$ cat config.mk
export PLATFORM = sky130hd
export DESIGN_NAME = counter
export DESIGN_NICKNAME = d
export VERILOG_FILES = /design/src/rtl/counter.sv
export SDC_FILE = /design/constraint.sdc
export NUM_CORES = 1
export LEC_CHECK = 0
export ABC_AREA = 1
export ABC_CLOCK_PERIOD_IN_PS = 1650
export CAP_MARGIN = 20
export CORE_UTILIZATION = 40
export DETAILED_ROUTE_END_ITERATION = 12
export PLACE_DENSITY = 0.64
export SLEW_MARGIN = 20
export SYNTH_ARGS = -nofsm -noshare
export SYNTH_HDL_FRONTEND = slang
export SYNTH_SLANG_ARGS = --single-unit
$ cat constraint.sdc
create_clock -name clk -period 1.65 [get_ports clk]
set_input_delay 0.2475 -clock clk [delete_from_list [all_inputs] [get_ports clk]]
set_output_delay 0.2475 -clock clk [all_outputs]
set_load 0.01 [all_outputs]
$ cat src/rtl/counter.sv
// ---------------------------------------------------------------------------
// counter
// Free-running program-address counter for the RISC datapath. Advances by a
// fixed STEP on every rising clock edge and returns to RESET_VALUE on a
// synchronous active-high reset. The output feeds the instruction-fetch
// address directly from the register, with no branch or jump inputs.
// ---------------------------------------------------------------------------
module counter #(
    parameter int               WIDTH       = 32,
    // Typed parameters truncate overrides to WIDTH bits automatically.
    parameter logic [WIDTH-1:0] STEP        = WIDTH'(4),
    parameter logic [WIDTH-1:0] RESET_VALUE = '0
) (
    input  logic             clk,
    input  logic             reset,
    output logic [WIDTH-1:0] out
);

    // NOTE: the declaration initializer gives the register its power-up value,
    // so the counter runs correctly even if reset is never asserted.
    logic [WIDTH-1:0] count = RESET_VALUE;

    // Load the start address on reset, otherwise advance one step; the add
    // wraps silently modulo 2^WIDTH and reset wins over the increment.
    always_ff @(posedge clk) begin
        // NOTE: state registers use non-blocking assignments so every
        // flop samples its inputs from before the edge.
        if (reset) begin
            count <= RESET_VALUE;
        end else begin
            count <= count + STEP;
        end
    end

    assign out = count;

endmodule

Word level (Yosys, flattened, before mapping)
Cells that the tools add are included.

storage, ports and cells
  input port bits = 2
  register bits = 32

cells by class
  add/subtract/negate cells = 1

operator list
  operator               count
  $add 32x3->32 const B  1

Depth between registers and ports, before layout
Gate-level depths: netlist (run 1).

  word-level depth = 1
  gate-level depth with buffers = 8
  mapped depth without buffers = 8

Worst setup path before layout (run 1)
No wires, ideal clock.

  path type = flip-flop to flip-flop
  start point = register count[2], in the netlist out[2]
  end point = register count[24], in the netlist out[24]
  clock period less this slack = 1.340 ns
  data arrival time = 1.225 ns
  buffers on the path = 0
  path slack = 0.310 ns
  cell stages (with the launch flop) = 9
  path through = dfxtp_1 > ha_1 > nand2_2 > nor2_1 > nand2_1 > nor2_4 > nand3_1 > nand2_1 > nor2_1

between the ends
  word-level cells in the longest chain between the ends = 1

ends and longest elaborated chain
  element                   RTL line  RTL
  start: declaration        21        logic [WIDTH-1:0] count = RESET_VALUE;
  start signal: assignment  31        count <= count + STEP;
  $add 32x3->32             31

No other way between the ends.
A chain may end at the register's enable or synchronous reset.

Worst setup path in the final report (run 1)
  start point = register count[20], in the netlist out[20]
  end point = output port out[20]

RTL lines
  element           RTL line  RTL
  end: declaration  16        output logic [WIDTH-1:0] out

No word-level cell between the ends.

==> results of run 1 <==
-- path summary, 6_finish.rpt --
path         startpoint      end  depth (start not counted)
max             out[20]  out[20]                          1
min              out[2]   out[2]                          1
max reg2reg      out[2]  out[24]                          8
min reg2reg      out[2]   out[2]                          1
-- area by class of cell --
type                    instances  area (um^2)
multi-input cells             185        847.1
repair buffers                 33        325.3
well taps                      48        60.06
fillers                       390         1692
clock buffers                   7        76.32
flip-flops and latches         30        600.6
inverters                      16        60.06
-- placed cells by master, fill, tap and decap left out, types with 2 or more instances in the layout --
cell and instances:
xor2_1 4, dfxtp_1 30, nand2_1 61, nor2_4 5, conb_1 2, inv_1 16
clkbuf_8 5, o21ai_0 6, nand3_1 14, a21oi_1 15, clkbuf_1 2, nor2_1 64
nor2_2 4, nand2_2 3, buf_4 2, clkdlybuf4s50_1 31
-- power by group through the flow --
stage / logic (mW) / registers [mW] / clock network (mW)
2_1_floorplan: 0.0366 / 0.755 / 0
3_3_place_gp: 0.0583 / 0.753 / 0
3_5_place_dp: 0.0578 / 0.753 / 0
4_1_cts: 0.0581 / 0.737 / 0.565
5_1_grt: 0.0650 / 0.737 / 0.598
6_report: 0.0575 / 0.737 / 0.545
-- cells in the mapped netlist, drive strengths merged --
cell | number | area share, %
dfxtp | 30 | 39
xor2 | 4 | 2.3
and2 | 2 | 0.90
nand3 | 14 | 4.6
buf | 5 | 1.9
conb | 1 | 0.24
a21o | 1 | 0.49
inv | 16 | 3.9
o21ai | 6 | 2.0
nand2 | 65 | 17
o21a | 1 | 0.49
nor2 | 73 | 21
nor3b | 1 | 0.49
a21oi | 15 | 4.9
ha | 1 | 0.82
-- per-layer routing --
| metal | vias up | GRT usage [%] |
|---|---|---|
| met3 | 6 | 4.821 |
| met5 | - | 0 |
| met1 | 679 | 24.97 |
| met4 | 0 | 6.818 |
| li1 | 800 | - |
| met2 | 36 | 31.38 |
-- cell families after synthesis --
kind of cell | after synthesis | share of synthesized area [%]
AOI/OAI and AO/OA | 23 | 7.837
xor gates and xnor gates | 4 | 2.285
adders and majority gates | 1 | 0.8162
buffers and inverters | 21 | 5.796
DFF | 30 | 39.18
other | 1 | 0.2447
and+or+nand+nor | 155 | 43.84
-- stage by stage --
stage               worst slack (ns)  utilization [%]  power [mW]
floorplan                     0.3102                -      0.7919
global placement              0.3010            51.71      0.8112
detailed placement            0.2783            51.71      0.8109
CTS                           0.1009            53.79       1.360
global route                 0.05824            53.79       1.400
finish                        0.1136            53.79       1.340
==> metrics.yaml, run 1 <==
post_dp_cell_area_um2: 1893
whs_ns: 0.4748
wl_um: 3499
hpwl_um: 2629
n_antenna_cell: 0
p_int_mw: 1.046
cts_tree: "built"
drv_cap: 0
grt_max_degree: 23
largest_reg_flops: 30
min_path_type: "flop to flop"
portBuffers: 31
start_kind: "flop"
drive_gt1_share_pct: 7.749
powerDensity_nw_per_um2: 680.5
cts-hold-fix-buffers: 0
cts_setup_buffers: 0
final_area_um2: 1969
cts_inserted_buffers: 5
io_pins: 34
final_nets: 274
remaining_drc_errors: 0
crit_buf_inv: 1
grt_pass1_wl_um: 6161
place_congestion: 0.8101
seq_area_frac_synth_pct: 39.18
wl_met2_um: 1597
wire_per_inst_um: 10.97
netSwitchingFraction_pct: 21.93
worstPathCellList: "clkdlybuf4s50_1"
cpLargestDelayFamily: "buffers and inverters"
cts_sinks: 30
dieArea_um2: 4083
topRoutingLayerUsed: "met4"
via_per_inst: 4.768
syn_avg_cell_area_um2: 6.522
endpoint_kind: "output port"
maxSlewViolCount: 0
p_clk_share_pct: 40.7
cp_slowest_cell: "clkdlybuf4s50_1"
grt_pass1_vias: 1378
setup_viol: 0
ir_drop_v: 0.0004850
fin_crit_ns: 1.536
critPathMaxStageDelay_ns: 0.57
cts.clk_slew.worst_paths_ns: 0.06
die_height_um: 63.90
yosysWarnings: 0
finClkSkew_ns: 0.002167
max_freq_mhz: 650.9
cp_max_fo: 5
tns_ns: 0
syn_inst: 235
core_region_area_um2: 3661
finalNonFillerCells: 319
core.rowCount: 22
clk_latency_ns: 0.28
synth_area_um2: 1533
place_inst: 312
finalHoldViolations: 0
htree_levels: 2
power_frac_comb_pct: 4.3
yosys_register_bits: 30
dieWidth_um: 63.90
antenna_left: 0
grt_overflow: 0
final.period_utilization_pct: 93.12
firstDrtPassIters: 6
yosys.cell_types.count: 22
power_leakage_nw: 0.6867
dr_wl_met3_um: 151
vias: 1521
arrival_ns: 1.29
rrSetupSlack_ns: 0.25
rsz0062_at_grt: "no"
cts_root_buffer: "clkbuf_8"
power_switching_mw: 0.2939
cts_buffer_depth: 2
syn_to_final_growth_pct: 28.49
cp.required_ns: 1.40
status: "complete, no violations"
pwr-share-seq_pct: 55.0
cts_resized: 0
grtUsageTotal_pct: 19.44
drt-met1-wl_um: 1700
drt_iter0_markers: 96
critPathKind: "flop to output port"
antenna_found_initial: 0
initial_utilization_pct: 41.87
Note: power is estimated with default switching activity, not from simulation.
==> inputs of run 2 (changes only) <==
--- a/config.mk
+++ b/config.mk
@@ -8,6 +8,7 @@
 export ABC_AREA = 1
 export ABC_CLOCK_PERIOD_IN_PS = 1650
 export CAP_MARGIN = 20
+export CORE_MARGIN = 5
 export CORE_UTILIZATION = 40
 export DETAILED_ROUTE_END_ITERATION = 12
 export PLACE_DENSITY = 0.64
==> run 2 against run 1 <==
Via count shrank 2.5%. Critical path depth is the same. Largest cell class unchanged. Sequential share of layout area shrank 0.23 points. Highest routed layer unchanged. Die area grew 27%. Combinational power is essentially flat. Final area grew 0.76%. First-iteration DRC count shrank 19%. Power grew 4.3%. Cell count grew 0.31%.
==> metrics.yaml, run 2 (synthesis results as in run 1) <==
status: "complete, no violations"
cts.clk_slew.worst_paths_ns: 0.06  # about the same
cts_setup_buffers: 0  # unchanged
cts_buffer_depth: 2  # unchanged
max_freq_mhz: 652.2  # +0.21%
grtUsageTotal_pct: 15.53  # -3.9 points
critPathMaxStageDelay_ns: 0.58  # about the same
largest_reg_flops: 30  # unchanged
multi_input_area_um2: 847.1  # unchanged
rsz0062_at_grt: "no"
die_height_um: 71.90  # +13%
syn_to_final_growth_pct: 29.47
cp_slowest_cell: "clkdlybuf4s50_1"
critPathKind: "flop to output port"
power_leakage_nw: 0.6966  # +1.4%
fillers: 395  # +1.3%
wire_per_inst_um: 11.28  # +2.8%
cts_sinks: 30  # unchanged
maxSlewViolCount: 0  # unchanged
fin_crit_ns: 1.533  # -0.003172 ns
final_common_cell: "nor2_1"
antenna_left: 0  # unchanged
final_nets: 274  # unchanged
min_path_type: "flop to flop"
cp.required_ns: 1.40  # about the same
fin_total_pwr_mw: 1.398  # +4.3%
endpoint_kind: "output port"
antenna_found_initial: 0  # unchanged
final.period_utilization_pct: 92.93  # -0.19 points
ff_latch_area_um2: 600.6  # unchanged
powerDensity_nw_per_um2: 704.3  # +3.5%
drive_gt1_share_pct: 8.456  # +0.71 points
core_region_area_um2: 3689  # +0.75%
cts-hold-fix-buffers: 0  # unchanged
cts_resized: 0  # unchanged
dieArea_um2: 5170  # +27%
cts_inserted_buffers: 5  # unchanged
finClkSkew_ns: 0.006530  # +0.004364 ns
cts_tree: "built"
firstDrtPassIters: 4  # -2
hpwl_um: 2799  # +6.4%
cts_root_buffer: "clkbuf_8"
crit_buf_inv: 1  # unchanged
cp_max_fo: 6  # +1
start_kind: "flop"
dieWidth_um: 71.90  # +13%
final_cell_mix: "64 x nor2_1, 61 x nand2_1, 31 x clkdlybuf4s50_1"
htree_levels: 2  # unchanged
drt_iter0_markers: 78  # -19%
initial_utilization_pct: 41.55  # -0.31 points
via_per_inst: 4.634  # -2.8%
finalHoldViolations: 0  # unchanged
arrival_ns: 1.29  # about the same
place_congestion: 0.8166  # +0.80%
clk_latency_ns: 0.28  # about the same
tns_ns: 0  # unchanged
grt_max_degree: 23  # unchanged
io_pins: 34  # unchanged
remaining_drc_errors: 0  # unchanged
worstPathCellList: "clkdlybuf4s50_1"
n_antenna_cell: 0  # unchanged
portBuffers: 31  # unchanged
vias: 1483  # -2.5%
grt_pass1_vias: 1455  # +5.6%
cpLargestDelayFamily: "buffers and inverters"
setup_viol: 0  # unchanged
grt_pass1_wl_um: 6430  # +4.4%
core.rowCount: 22  # unchanged
ir_drop_v: 0.0005776  # +19%
drv_cap: 0  # unchanged
wl_um: 3609  # +3.1%
grt_overflow: 0  # unchanged
-- run 2: worst paths after layout --
| path | startpoint | end | slack (ns) | cells after the start |
|---|---|---|---|---|
| min | out[2] | out[2] | 0.48 | 1 |
| max | out[26] | out[26] | 0.12 | 1 |
| min reg2reg | out[2] | out[2] | 0.48 | 1 |
| max reg2reg | out[2] | out[22] | 0.26 | 8 |
-- run 2: metal layers --
layer	global-route usage, %	vias to the layer above	part of all wire [%]
met5	0	-	0
met4	4.802	0	1.7
met3	5.263	7	5.5
met2	25.20	36	45
met1	19.41	637	48
li1	-	803	-
-- run 2: final cells by class --
| type | count | share of cell area (%) |
|---|---|---|
| clock buffer | 7 | 4.351 |
| clock inverter | 1 | 0.2522 |
| inverter | 16 | 3.026 |
| multi-input combinational | 185 | 42.69 |
| sequential | 30 | 30.26 |
| tap | 48 | 3.026 |
| timing repair buffer | 33 | 16.39 |
-- run 2: through the flow --
step	setup slack (ns)	instance area (um^2)	instances	util [%]	hold slack (ns)
2_1_floorplan	0.3102	1536	236	-	0.4799
3_3_place_gp	0.3017	1893	312	51.32	0.4555
3_5_place_dp	0.2598	1893	312	51.32	0.4598
4_1_cts	0.1002	1984	320	53.80	0.4842
5_1_grt	0.05379	1984	320	53.80	0.5407
6_report	0.1167	1984	320	53.80	0.4766
-- run 2: where the power goes --
part	leakage, nW	internal (mW)	switching, mW
combinational	0.406	0.0261	0.0317
clock	0.0482	0.336	0.267
sequential	0.242	0.730	0.00659
